==> src/rtl/pq_arbiter.sv <==
// Round-robin front end for a shared heap priority queue: issues one
// command strobe per grant, then holds off for a settle window.
module pq_arbiter #(
  parameter int NUM_REQ    = 4,
  parameter int DATA_WIDTH = 16,
  parameter int ISSUE_GAP  = 8
) (
  input  logic                          CLK,
  input  logic                          RST,
  input  logic [NUM_REQ-1:0]            i_req_valid,
  input  logic [2*NUM_REQ-1:0]          i_req_op,
  input  logic [DATA_WIDTH*NUM_REQ-1:0] i_req_data,
  output logic [NUM_REQ-1:0]            o_req_ready,
  output logic                          o_rsp_valid,
  output logic [$clog2(NUM_REQ)-1:0]    o_rsp_id,
  output logic [DATA_WIDTH-1:0]         o_rsp_data,
  output logic                          o_rsp_err,
  output logic                          o_pq_wrt,
  output logic                          o_pq_read,
  output logic [DATA_WIDTH-1:0]         o_pq_data,
  input  logic                          i_pq_full,
  input  logic                          i_pq_empty,
  input  logic [DATA_WIDTH-1:0]         i_pq_data
);

  localparam int ID_W  = $clog2(NUM_REQ);
  localparam int CNT_W = (ISSUE_GAP > 1) ? $clog2(ISSUE_GAP) : 1;

  localparam logic [1:0] OP_ENQ = 2'b00;
  localparam logic [1:0] OP_DEQ = 2'b01;
  localparam logic [1:0] OP_REP = 2'b10;

  typedef enum logic [1:0] {
    S_IDLE   = 2'd0,
    S_ISSUE  = 2'd1,
    S_SETTLE = 2'd2
  } state_e;

  state_e                  state_q, state_d;
  logic [ID_W-1:0]         rr_ptr_q, rr_ptr_d;
  logic [ID_W-1:0]         id_q, id_d;
  logic [1:0]              op_q, op_d;
  logic [DATA_WIDTH-1:0]   key_q, key_d;
  logic [CNT_W-1:0]        cnt_q, cnt_d;

  logic                    found_s;
  logic [ID_W-1:0]         win_s;
  logic [ID_W-1:0]         idx_s;

  // Search from rr_ptr upward (mod NUM_REQ) for the first valid requester.
  always_comb begin
    found_s = 1'b0;
    win_s   = '0;
    idx_s   = '0;
    for (int i = 0; i < NUM_REQ; i++) begin
      idx_s = ID_W'((int'(rr_ptr_q) + i) % NUM_REQ);
      if (!found_s && i_req_valid[idx_s]) begin
        found_s = 1'b1;
        win_s   = idx_s;
      end else begin
        found_s = found_s;
      end
    end
    if ((state_q == S_IDLE) && found_s) begin
      o_req_ready = NUM_REQ'(1) << win_s;
    end else begin
      o_req_ready = '0;
    end
  end

  always_comb begin
    state_d  = state_q;
    rr_ptr_d = rr_ptr_q;
    id_d     = id_q;
    op_d     = op_q;
    key_d    = key_q;
    cnt_d    = cnt_q;
    case (state_q)
      S_IDLE: begin
        if (found_s) begin
          id_d     = win_s;
          op_d     = i_req_op[2*int'(win_s) +: 2];
          key_d    = i_req_data[DATA_WIDTH*int'(win_s) +: DATA_WIDTH];
          rr_ptr_d = (win_s == ID_W'(NUM_REQ-1)) ? '0 : win_s + ID_W'(1);
          state_d  = S_ISSUE;
        end else begin
          state_d  = S_IDLE;
        end
      end
      S_ISSUE: begin
        cnt_d   = CNT_W'(ISSUE_GAP-1);
        state_d = S_SETTLE;
      end
      S_SETTLE: begin
        if (cnt_q == '0) begin
          state_d = S_IDLE;
        end else begin
          cnt_d   = cnt_q - CNT_W'(1);
        end
      end
      default: state_d = S_IDLE;
    endcase
  end

  // Command/response decode: latched op plus queue status seen in the ISSUE cycle.
  always_comb begin
    o_rsp_valid = 1'b0;
    o_rsp_id    = '0;
    o_rsp_data  = '0;
    o_rsp_err   = 1'b0;
    o_pq_wrt    = 1'b0;
    o_pq_read   = 1'b0;
    o_pq_data   = '0;
    if (state_q == S_ISSUE) begin
      o_rsp_valid = 1'b1;
      o_rsp_id    = id_q;
      case (op_q)
        OP_ENQ: begin
          if (i_pq_full) begin
            o_rsp_err = 1'b1;
          end else begin
            o_pq_wrt  = 1'b1;
            o_pq_data = key_q;
          end
        end
        OP_DEQ: begin
          if (i_pq_empty) begin
            o_rsp_err  = 1'b1;
          end else begin
            o_pq_read  = 1'b1;
            o_rsp_data = i_pq_data;
          end
        end
        OP_REP: begin
          o_pq_wrt  = 1'b1;
          o_pq_data = key_q;
          if (i_pq_empty) begin
            o_pq_read  = 1'b0;
          end else begin
            o_pq_read  = 1'b1;
            o_rsp_data = i_pq_data;
          end
        end
        default: o_rsp_err = 1'b1;
      endcase
    end else begin
      o_rsp_valid = 1'b0;
    end
  end

  always_ff @(posedge CLK) begin
    if (RST) begin
      state_q  <= S_IDLE;
      rr_ptr_q <= '0;
      id_q     <= '0;
      op_q     <= 2'b00;
      key_q    <= '0;
      cnt_q    <= '0;
    end else begin
      state_q  <= state_d;
      rr_ptr_q <= rr_ptr_d;
      id_q     <= id_d;
      op_q     <= op_d;
      key_q    <= key_d;
      cnt_q    <= cnt_d;
    end
  end

endmodule
==> config.mk <==
export PLATFORM = sky130hd
export DESIGN_NAME = pq_arbiter
export DESIGN_NICKNAME = d
export VERILOG_FILES = /design/src/rtl/pq_arbiter.sv
export SDC_FILE = /design/constraint.sdc
export NUM_CORES = 1
export LEC_CHECK = 0
export BUFFER_PORTS_ARGS = -buffer_cell sky130_fd_sc_hd__buf_2
export CAP_MARGIN = 20
export CORE_MARGIN = 1.5
export CORE_UTILIZATION = 30
export CTS_CLUSTER_SIZE = 10
export DETAILED_ROUTE_END_ITERATION = 10
export GPL_TIMING_DRIVEN = 0
export PLACE_DENSITY = 0.66
export SLEW_MARGIN = 20
export SYNTH_ARGS = -nofsm -noshare
export SYNTH_HDL_FRONTEND = slang
export SYNTH_SLANG_ARGS = --single-unit
==> constraint.sdc <==
create_clock -name CLK -period 1.9 [get_ports CLK]
set_input_delay 0.19 -clock CLK [delete_from_list [all_inputs] [get_ports CLK]]
set_output_delay 0.19 -clock CLK [all_outputs]
set_load 0.005 [all_outputs]
* After elaboration in Yosys (flattened, before gate mapping)
Cells that the tools add are included.
Storage, ports and cells: output and inout port bits 42, word-level logic and storage cells 80, input port bits 96, flip-flop bits (word level) 27
Cells by class: reduce and logical (&&, ||, !) cells 14, multiplexer cells 41, add/subtract/negate cells 5, shift operators 3, order comparisons 4, equal/unequal tests 7
Operators with widths (count):
- 2-to-1 mux 16 bit | 5
- variable part select 64 x 7 -> 16 bit | 1
- one-hot mux 16 bit (2 select lines) | 1
- 2-to-1 mux 1 bit | 18
- 2-to-1 mux 2 bit | 7
- less-than comparator 2 x 3 -> 1 bit, second input constant | 4
- binary-select mux 1 bit (select 2 bit) | 4
- variable part select 8 x 4 -> 2 bit | 1
- == test 2 bit, second input constant | 3
- one-hot mux 2 bit (3 select lines) | 1
- one-hot mux 3 bit (2 select lines) | 1
- adder 2 x 1 -> 2 bit, second input constant | 2
- adder 2 bit, second input constant | 2
- == test 2 x 1 -> 1 bit, second input constant | 2
- logical AND 1 bit | 4
- zero test 2 bit | 2
- 2-to-1 mux 4 bit | 1
- inequality test 2 bit, second input constant | 2
- AND reduction 2 bit | 2
- << shifter 1 x 2 -> 4 bit, first input constant | 1
- zero test 1 bit | 3
- zero test 3 bit | 1
- 2-to-1 mux 3 bit | 1
- one-hot mux 1 bit (3 select lines) | 1
- 4 further kinds | 4

* Depth between registers and ports, before layout
Gate-level depths: netlist of run 1.
depth after elaboration 14, gate-level depth with buffers 8, gate-level depth less buffers 6

* Least setup slack after synthesis of run 1
Ideal clock, no wire load.
kind register to register, start register rr_ptr_q[1], end register rr_ptr_q[1], required time 1.766 ns, path slack 0.265 ns, period minus slack after synthesis 1.635 ns, cell stages (with the launch flop) 9, arrival 1.501 ns, buffers on the path 2, setup time 0.134 ns, path through dfxtp_1 nand2_1 and3_1 o32a_1 buf_6 buf_6 ha_1 nand2_1 a21oi_1
Between the ends: word-level cells in the longest chain between the ends 14, elaborated cells between the ends (all ways) 29, classes of those cells add/sub (4); eq/ne (1); mux (17); reduce/logical (7)
RTL lines:
- from (decl) | RTL line 40 | logic [ID_W-1:0] rr_ptr_q, rr_ptr_d;
- from (signal assigned) | RTL line 161 | rr_ptr_q <= rr_ptr_d;
- parallel branches: the longest is 14 deep, another holds adder 2 x 1 -> 2 bit
Parallel ways; which one is timed is not known. The select of a mux whose other input is x is not followed. A chain may end at the register's enable or synchronous reset.

* Worst setup path after layout of run 1
start register rr_ptr_q[1], end output o_req_ready[3]
Between the ends: word-level cells in the longest chain between the ends 14, elaborated cells between the ends (all ways) 28, classes of those cells add/sub (3); shift (1); mux (17); reduce/logical (7)
RTL lines:
- parallel branches: the longest is 13 deep, another holds adder 2 x 1 -> 2 bit
- 2-to-1 mux 4 bit (*) | RTL line 64 | if ((state_q == S_IDLE) && found_s) begin
- to (decl) | RTL line 13 | output logic [NUM_REQ-1:0] o_req_ready,
Every way passes the cells marked *. The select of a mux whose other input is x is not followed.

==> results of run 1 <==
-- repair_timing --
action                                  4_1_cts  5_1_grt
cloned                                        0        0
endpoints found under the setup margin       31       26
pin swaps                                     2        4
gates resized for setup                      12       16
buffers inserted                              7        1
-- path summary, 6_finish.rpt --
| kind | to | slack, ps | cells past startpoint |
|---|---|---|---|
| max reg2reg | op_q[1] | 120 | 7 |
| min | key_q[4] | 220 | 3 |
| max | o_req_ready[3] | 40 | 6 |
| min reg2reg | key_q[4] | 460 | 2 |
-- logic make-up after synthesis --
kind of cell	synth area share (%)
fa+ha+maj	4.528
compound gates	14.42
flops	27.94
buf+inv	7.503
simple gates	25.29
mux	20.31
-- state kept, by name, indices dropped and copies added (netlist names) --
signal / count
op_q: 2
key_q: 16
id_q: 2
cnt_q: 3
state_q: 2
rr_ptr_q: 2
-- synth_stat cells, drive strengths merged --
| master | count | share of area (%) |
|---|---|---|
| nor2 | 10 | 2.2 |
| nand2 | 32 | 6.3 |
| and2b | 1 | 0.39 |
| o221a | 1 | 0.58 |
| o21ai | 1 | 0.26 |
| inv | 7 | 1.4 |
| and2 | 35 | 11 |
| o211ai | 1 | 0.39 |
| nor2b | 2 | 0.65 |
| a22oi | 1 | 0.39 |
| nor4 | 1 | 0.32 |
| nand3b | 1 | 0.39 |
| a21oi | 8 | 2.1 |
| dfxtp | 27 | 28 |
| a221oi | 3 | 1.4 |
| o221ai | 18 | 8.5 |
| nor3 | 2 | 0.78 |
| a211oi | 1 | 0.39 |
| nand2b | 5 | 1.6 |
| o32a | 1 | 0.52 |
| nor3b | 1 | 0.65 |
| and3 | 2 | 0.65 |
| buf | 11 | 5.6 |
| mux2i | 38 | 20 |
| ha | 7 | 4.5 |
| clkbuf | 3 | 0.58 |
-- layout make-up --
cell class,instances,area (um2),area share (%)
repair buffers,144,740.7,25.65
inverters,7,26.28,0.9099
plain buffers,12,108.9,3.769
multi-input cells,172,1320,45.71
well taps,77,96.34,3.336
flip-flops and latches,27,549.3,19.02
clock buffers,3,41.29,1.430
clock inverters,1,5.005,0.1733
-- layer usage --
metal | part of all wire, % | vias up | wire [um] | track usage [%]
li1 | - | 1072 | - | -
met1 | 44 | 959 | 2425 | 20.04
met2 | 50 | 73 | 2804 | 27.35
met3 | 5.0 | 4 | 278 | 1.988
met4 | 0.99 | 0 | 55 | 3.485
met5 | 0 | - | 0 | 0
-- critical path: cells and delay by family, from the launching register on --
kind,cells,cell delay [ps]
buffers and inverters,1,120
flip-flops,1,360
AO/OA/AOI/OAI,1,400
AND/OR/NAND/NOR,3,320
adder cells (fa/ha/maj),1,200
-- power groups by stage --
stage	Sequential [uW]	Combinational (uW)	Clock [uW]
floorplan	734	598	0
global placement	748	854	0
detailed placement	752	870	0
CTS	741	929	347
global route	759	1060	363
finish	742	954	333
-- metrics by stage --
step                total power [uW]  area (um2)
floorplan                       1332        1934
global placement                1601        2711
detailed placement              1622        2711
CTS                             2017        2831
global route                    2178        2888
finish                          2029        2888
==> flow_metrics.tcl, run 1 <==
set metrics [dict create \
    tritoncts "done" \
    layout_worst_path_cycle_share_pct 97.70 \
    layout_commonest_cell "sky130_fd_sc_hd__buf_2" \
    routed_wirelength_um 5563 \
    critPathArrivalTime_ps 1670 \
    floorplan.die_area_um2 6939 \
    min_period_ps 1856 \
    wl_per_cell_um 12.56 \
    latest_clock_arrival_within_the_worst_skew_pair_ps 270 \
    critical_path_class "flip-flop to output pin" \
    drtPass1Iterations 4 \
    routabilityCongestion 0.7428 \
    tritoncts_num_sinks 27 \
    core_region_area_um2 6277 \
    p_per_area_nw_per_um2 702.5 \
    synth_fp_nets 323 \
    outcome "complete, no violations" \
    finalSetupViolations 0 \
    netSwitchingFraction_pct 34.57 \
    max_slew.worst_pin.slew_ps 493.2 \
    io_buffer_count 136 \
    grt_pass1_wl_um 9025 \
    final-hold-violation-count 0 \
    syn-mean-instance-area_um2 8.793 \
    maxClockFrequency_mhz 538.7 \
    layout-drive-gt1-share_pct 49.45 \
    r2r-start "rr_ptr_q[0]" \
    detailed_placement_hpwl_um 4308 \
    hp-start "i_req_data[4]" \
    remaining_global_route_overflow 0 \
    stdcell_count 443 \
    p_int_uw 1327 \
    slew-limit-headroom_pct 67.12 \
    setup.worst_path.start "rr_ptr_q[1]" \
    cts.htree.levels 1 \
    initial_utilization_pct 30.82 \
    area_growth_syn_to_layout_pct 49.29 \
    die_y_um 83.30 \
    grt_start_max_net_pins 16 \
    seq_power_share_pct 36.6 \
    comb_power_share_pct 47.0 \
    timing_max_transition_violations_final 0 \
    yosysSeqAreaShare_pct 27.94 \
    rsz0062_at_grt "yes" \
    finalClockSkew_ps 6.851 \
    max-vdd-ir-drop_mv 0.3907 \
    pre_cts_ws_ps -181.4 \
    maxCapViolations 0 \
    vias_per_cell 4.758 \
    cts-buffers-inserted 3 \
    routed-via-count 2108 \
    leakage_uw 0.001482 \
    grt.total_usage_pct 15.48 \
    clk_pin_slew_ps 100 \
    final.setup.tns_ps 0 \
    die-width_um 83.30 \
    antenna-diode-count 0 \
    post_synthesis_cell_count 220 \
    layout_setup_ws_ps 43.70 \
    worst_setup_path_end_kind "output pin" \
    final_nets 470 \
    max-clock-path-buffers 2 \
    clock_power_share_pct 16.4 \
    drt_drc_violations_left 0 \
    first_iter_violations 65 \
    first_global_vias 1941 \
    number_of_distinct_standard_cells_referenced_by_the_synthesized_netlist 33 \
    final.fill_count 659 \
    timing.critical_path.slowest_cell_delay_ps 400 \
    required_ps 1710 \
    worst_hold_path_type "input port to flip-flop" \
    worst_setup_path_start_kind "flip-flop" \
    antenna_found_initial 0 \
    ys_ff_latch 27 \
    floorplan.rows 29 \
    worst_path_max_delay_cell "sky130_fd_sc_hd__o32a_1" \
    cell_at_the_root_of_the_clock_tree "sky130_fd_sc_hd__clkbuf_8" \
    cts-hold-fix-buffers 0 \
    drt.antenna.violating_nets 0 \
    syn-cell-area_um2 1934 \
    path_cells "nand2_2 > and3_4 > o32a_1 > ha_2 > and2_1 > buf_2" \
    commonest_non_fill_non_tap_cells_in_the_layout "141 x sky130_fd_sc_hd__buf_2, 35 x sky130_fd_sc_hd__and2_1, 34 x sky130_fd_sc_hd__mux2i_1, 30 x sky130_fd_sc_hd__nand2_1, 24 x sky130_fd_sc_hd__dfxtp_1" \
    worst-path-max-fanout 4 \
    timing.hold.ws_ps 220.9 \
    placed_cells_incl_taps 433 \
    yosys_warnings 0 \
    ios 138 \
    p_sw_uw 701.3 \
    postLayoutCoreUtil_pct 46.00 \
]
Note: power is estimated with default switching activity, not from simulation.
==> run 2: changes to the inputs <==
--- a/config.mk
+++ b/config.mk
@@ -7,12 +7,14 @@
 export LEC_CHECK = 0
 export BUFFER_PORTS_ARGS = -buffer_cell sky130_fd_sc_hd__buf_2
 export CAP_MARGIN = 20
+export CELL_PAD_IN_SITES_DETAIL_PLACEMENT = 0
+export CELL_PAD_IN_SITES_GLOBAL_PLACEMENT = 1
 export CORE_MARGIN = 1.5
-export CORE_UTILIZATION = 30
+export CORE_UTILIZATION = 28
 export CTS_CLUSTER_SIZE = 10
 export DETAILED_ROUTE_END_ITERATION = 10
 export GPL_TIMING_DRIVEN = 0
-export PLACE_DENSITY = 0.66
+export PLACE_DENSITY = 0.84
 export SLEW_MARGIN = 20
 export SYNTH_ARGS = -nofsm -noshare
 export SYNTH_HDL_FRONTEND = slang
==> flow_metrics.tcl, run 2 (same netlist as run 1, synthesis figures left out) <==
set metrics [dict create \
    vias_per_cell 4.689 \
    layout_worst_path_cycle_share_pct 97.50 \
    finalSetupViolations 0 \
    comb_power_share_pct 47.1 \
    core_region_area_um2 6719 \
    drt.antenna.violating_nets 0 \
    cts.htree.levels 1 \
    detailed_placement_hpwl_um 4482 \
    max-clock-path-buffers 2 \
    final_nets 471 \
    floorplan.die_area_um2 7416 \
    io_buffer_count 136 \
    finalClockSkew_ps 6.619 \
    max-vdd-ir-drop_mv 0.3134 \
    ios 138 \
    seq_power_share_pct 36.2 \
    netSwitchingFraction_pct 34.97 \
    critical_path_class "flip-flop to output pin" \
    latest_clock_arrival_within_the_worst_skew_pair_ps 280 \
    initial_utilization_pct 28.79 \
    path_cells "nand2_1 > and3_1 > o32a_1 > buf_8 > ha_4 > and2_1 > buf_2" \
    antenna_found_initial 0 \
    reg.largest.list "key_q x16, cnt_q x3" \
    maxCapViolations 0 \
    layout_setup_ws_ps 47.51 \
    critPathArrivalTime_ps 1660 \
    worst_hold_path_type "input port to flip-flop" \
    top_register "key_q" \
    postLayoutCoreUtil_pct 43.02 \
    rsz0062_at_grt "yes" \
    grt_start_max_net_pins 16 \
    cts-buffers-inserted 3 \
    critical-path-top-delay-family "flip-flops" \
    routabilityCongestion 0.7822 \
    antenna-diode-count 0 \
    die_y_um 86.12 \
    largest_register_ffs 16 \
    cell_at_the_root_of_the_clock_tree "sky130_fd_sc_hd__clkbuf_8" \
    outcome "complete, no violations" \
    cts-hold-fix-buffers 0 \
    remaining_global_route_overflow 0 \
    pre_cts_ws_ps -177.2 \
    required_ps 1710 \
    maxClockFrequency_mhz 539.8 \
    routed_wirelength_um 5808 \
    p_sw_uw 714.6 \
    worst-path-max-fanout 3 \
    ff_latch_area_um2 548.0 \
    stdcell_count 447 \
    multiInputGateArea_um2 1304 \
    clock_power_share_pct 16.7 \
    first_iter_violations 63 \
    drtPass1Iterations 4 \
    buffers_plus_inverters_on_the_worst_setup_path 2 \
    drt_drc_violations_left 0 \
    worst_path_max_delay_cell "sky130_fd_sc_hd__dfxtp_4" \
    die-width_um 86.12 \
    timing.critical_path.slowest_cell_delay_ps 360 \
    layout-drive-gt1-share_pct 48.77 \
    clk_pin_slew_ps 100 \
    tritoncts "done" \
    worst_setup_path_start_kind "flip-flop" \
    routed-via-count 2096 \
    layout_commonest_cell "sky130_fd_sc_hd__buf_2" \
    p_per_area_nw_per_um2 707.0 \
    placed_cells_incl_taps 436 \
    grt.total_usage_pct 14.73 \
    tritoncts_num_sinks 27 \
    leakage_uw 0.001488 \
    min_period_ps 1852 \
    commonest_non_fill_non_tap_cells_in_the_layout "139 x sky130_fd_sc_hd__buf_2, 37 x sky130_fd_sc_hd__mux2i_1, 35 x sky130_fd_sc_hd__and2_1, 31 x sky130_fd_sc_hd__nand2_1, 23 x sky130_fd_sc_hd__dfxtp_1" \
    wl_per_cell_um 12.99 \
    grt_pass1_wl_um 8928 \
    timing.hold.ws_ps 215.8 \
    floorplan.rows 30 \
    p_int_uw 1329 \
    worst_setup_path_end_kind "output pin" \
    max_slew.worst_pin.slew_ps 476.7 \
    slew-limit-headroom_pct 68.22 \
    timing_max_transition_violations_final 0 \
    first_global_vias 1977 \
    p_total_uw 2043 \
    area_growth_syn_to_layout_pct 49.42 \
    final-hold-violation-count 0 \
    final.fill_count 689 \
]
## run 2: cell count changes in the layout (fill, tap and decap cells not counted), moves of 2 or more
cell / delta
sky130_fd_sc_hd__nor2_1: -2
sky130_fd_sc_hd__nor2_2: +2
sky130_fd_sc_hd__mux2i_2: -3
sky130_fd_sc_hd__clkbuf_4: +2
sky130_fd_sc_hd__dfxtp_2: +2
sky130_fd_sc_hd__mux2i_1: +3
sky130_fd_sc_hd__buf_2: -2
## run 2: per-layer routing
layer | track usage [%] | vias up | share of wire [%]
met3 | 2.214 | 2 | 4.7
met4 | 3.079 | 0 | 0.31
met2 | 27.13 | 61 | 53
li1 | - | 1073 | -
met5 | 0 | - | 0
met1 | 18.09 | 960 | 42
## run 2: power by group through the flow
stage               Clock [uW]  Sequential [uW]  Combinational, uW
global placement             0              747                854
floorplan                    0              734                598
CTS                        349              739                950
global route               370              754               1070
finish                     341              740                963
detailed placement           0              754                867
## run 2: worst paths after layout
| kind | startpoint | endpoint | slack (ps) | cells after the start |
|---|---|---|---|---|
| setup / recovery | rr_ptr_q[1] | o_req_ready[3] | 50 | 7 |
| hold / removal | i_req_data[28] | key_q[12] | 220 | 3 |
| setup reg to reg | rr_ptr_q[0] | key_q[6] | 140 | 7 |
| hold reg to reg | key_q[8] | key_q[8] | 460 | 2 |
## run 2: area by class of cell
type | count | area share (%)
plain buffers | 13 | 4.199
clock buffers | 3 | 1.429
clock inverters | 1 | 0.1732
inverters | 7 | 0.9091
multi-input cells | 172 | 45.11
flip-flops and latches | 27 | 18.96
well taps | 80 | 3.463
repair buffers | 144 | 25.76
## run 2: repair_timing
item / in CTS / in global routing
setup endpoints to repair: 31 / 46
pin swaps: 5 / 3
buffers inserted: 6 / 2
resized for setup: 16 / 10
hold endpoints to repair: 0 / 0
## run 2: per-stage QoR
stage | TNS (ps) | instance area [um2]
floorplan | 0 | 1934
global placement | -1622 | 2715
detailed placement | -1570 | 2715
CTS | -144.7 | 2859
global route | -15.25 | 2890
finish | 0 | 2890
## run 2: worst min-delay path, stage by stage
cell and delay (ps):
sky130_fd_sc_hd__buf_2 80, sky130_fd_sc_hd__mux2i_1 50, sky130_fd_sc_hd__o221ai_1 140
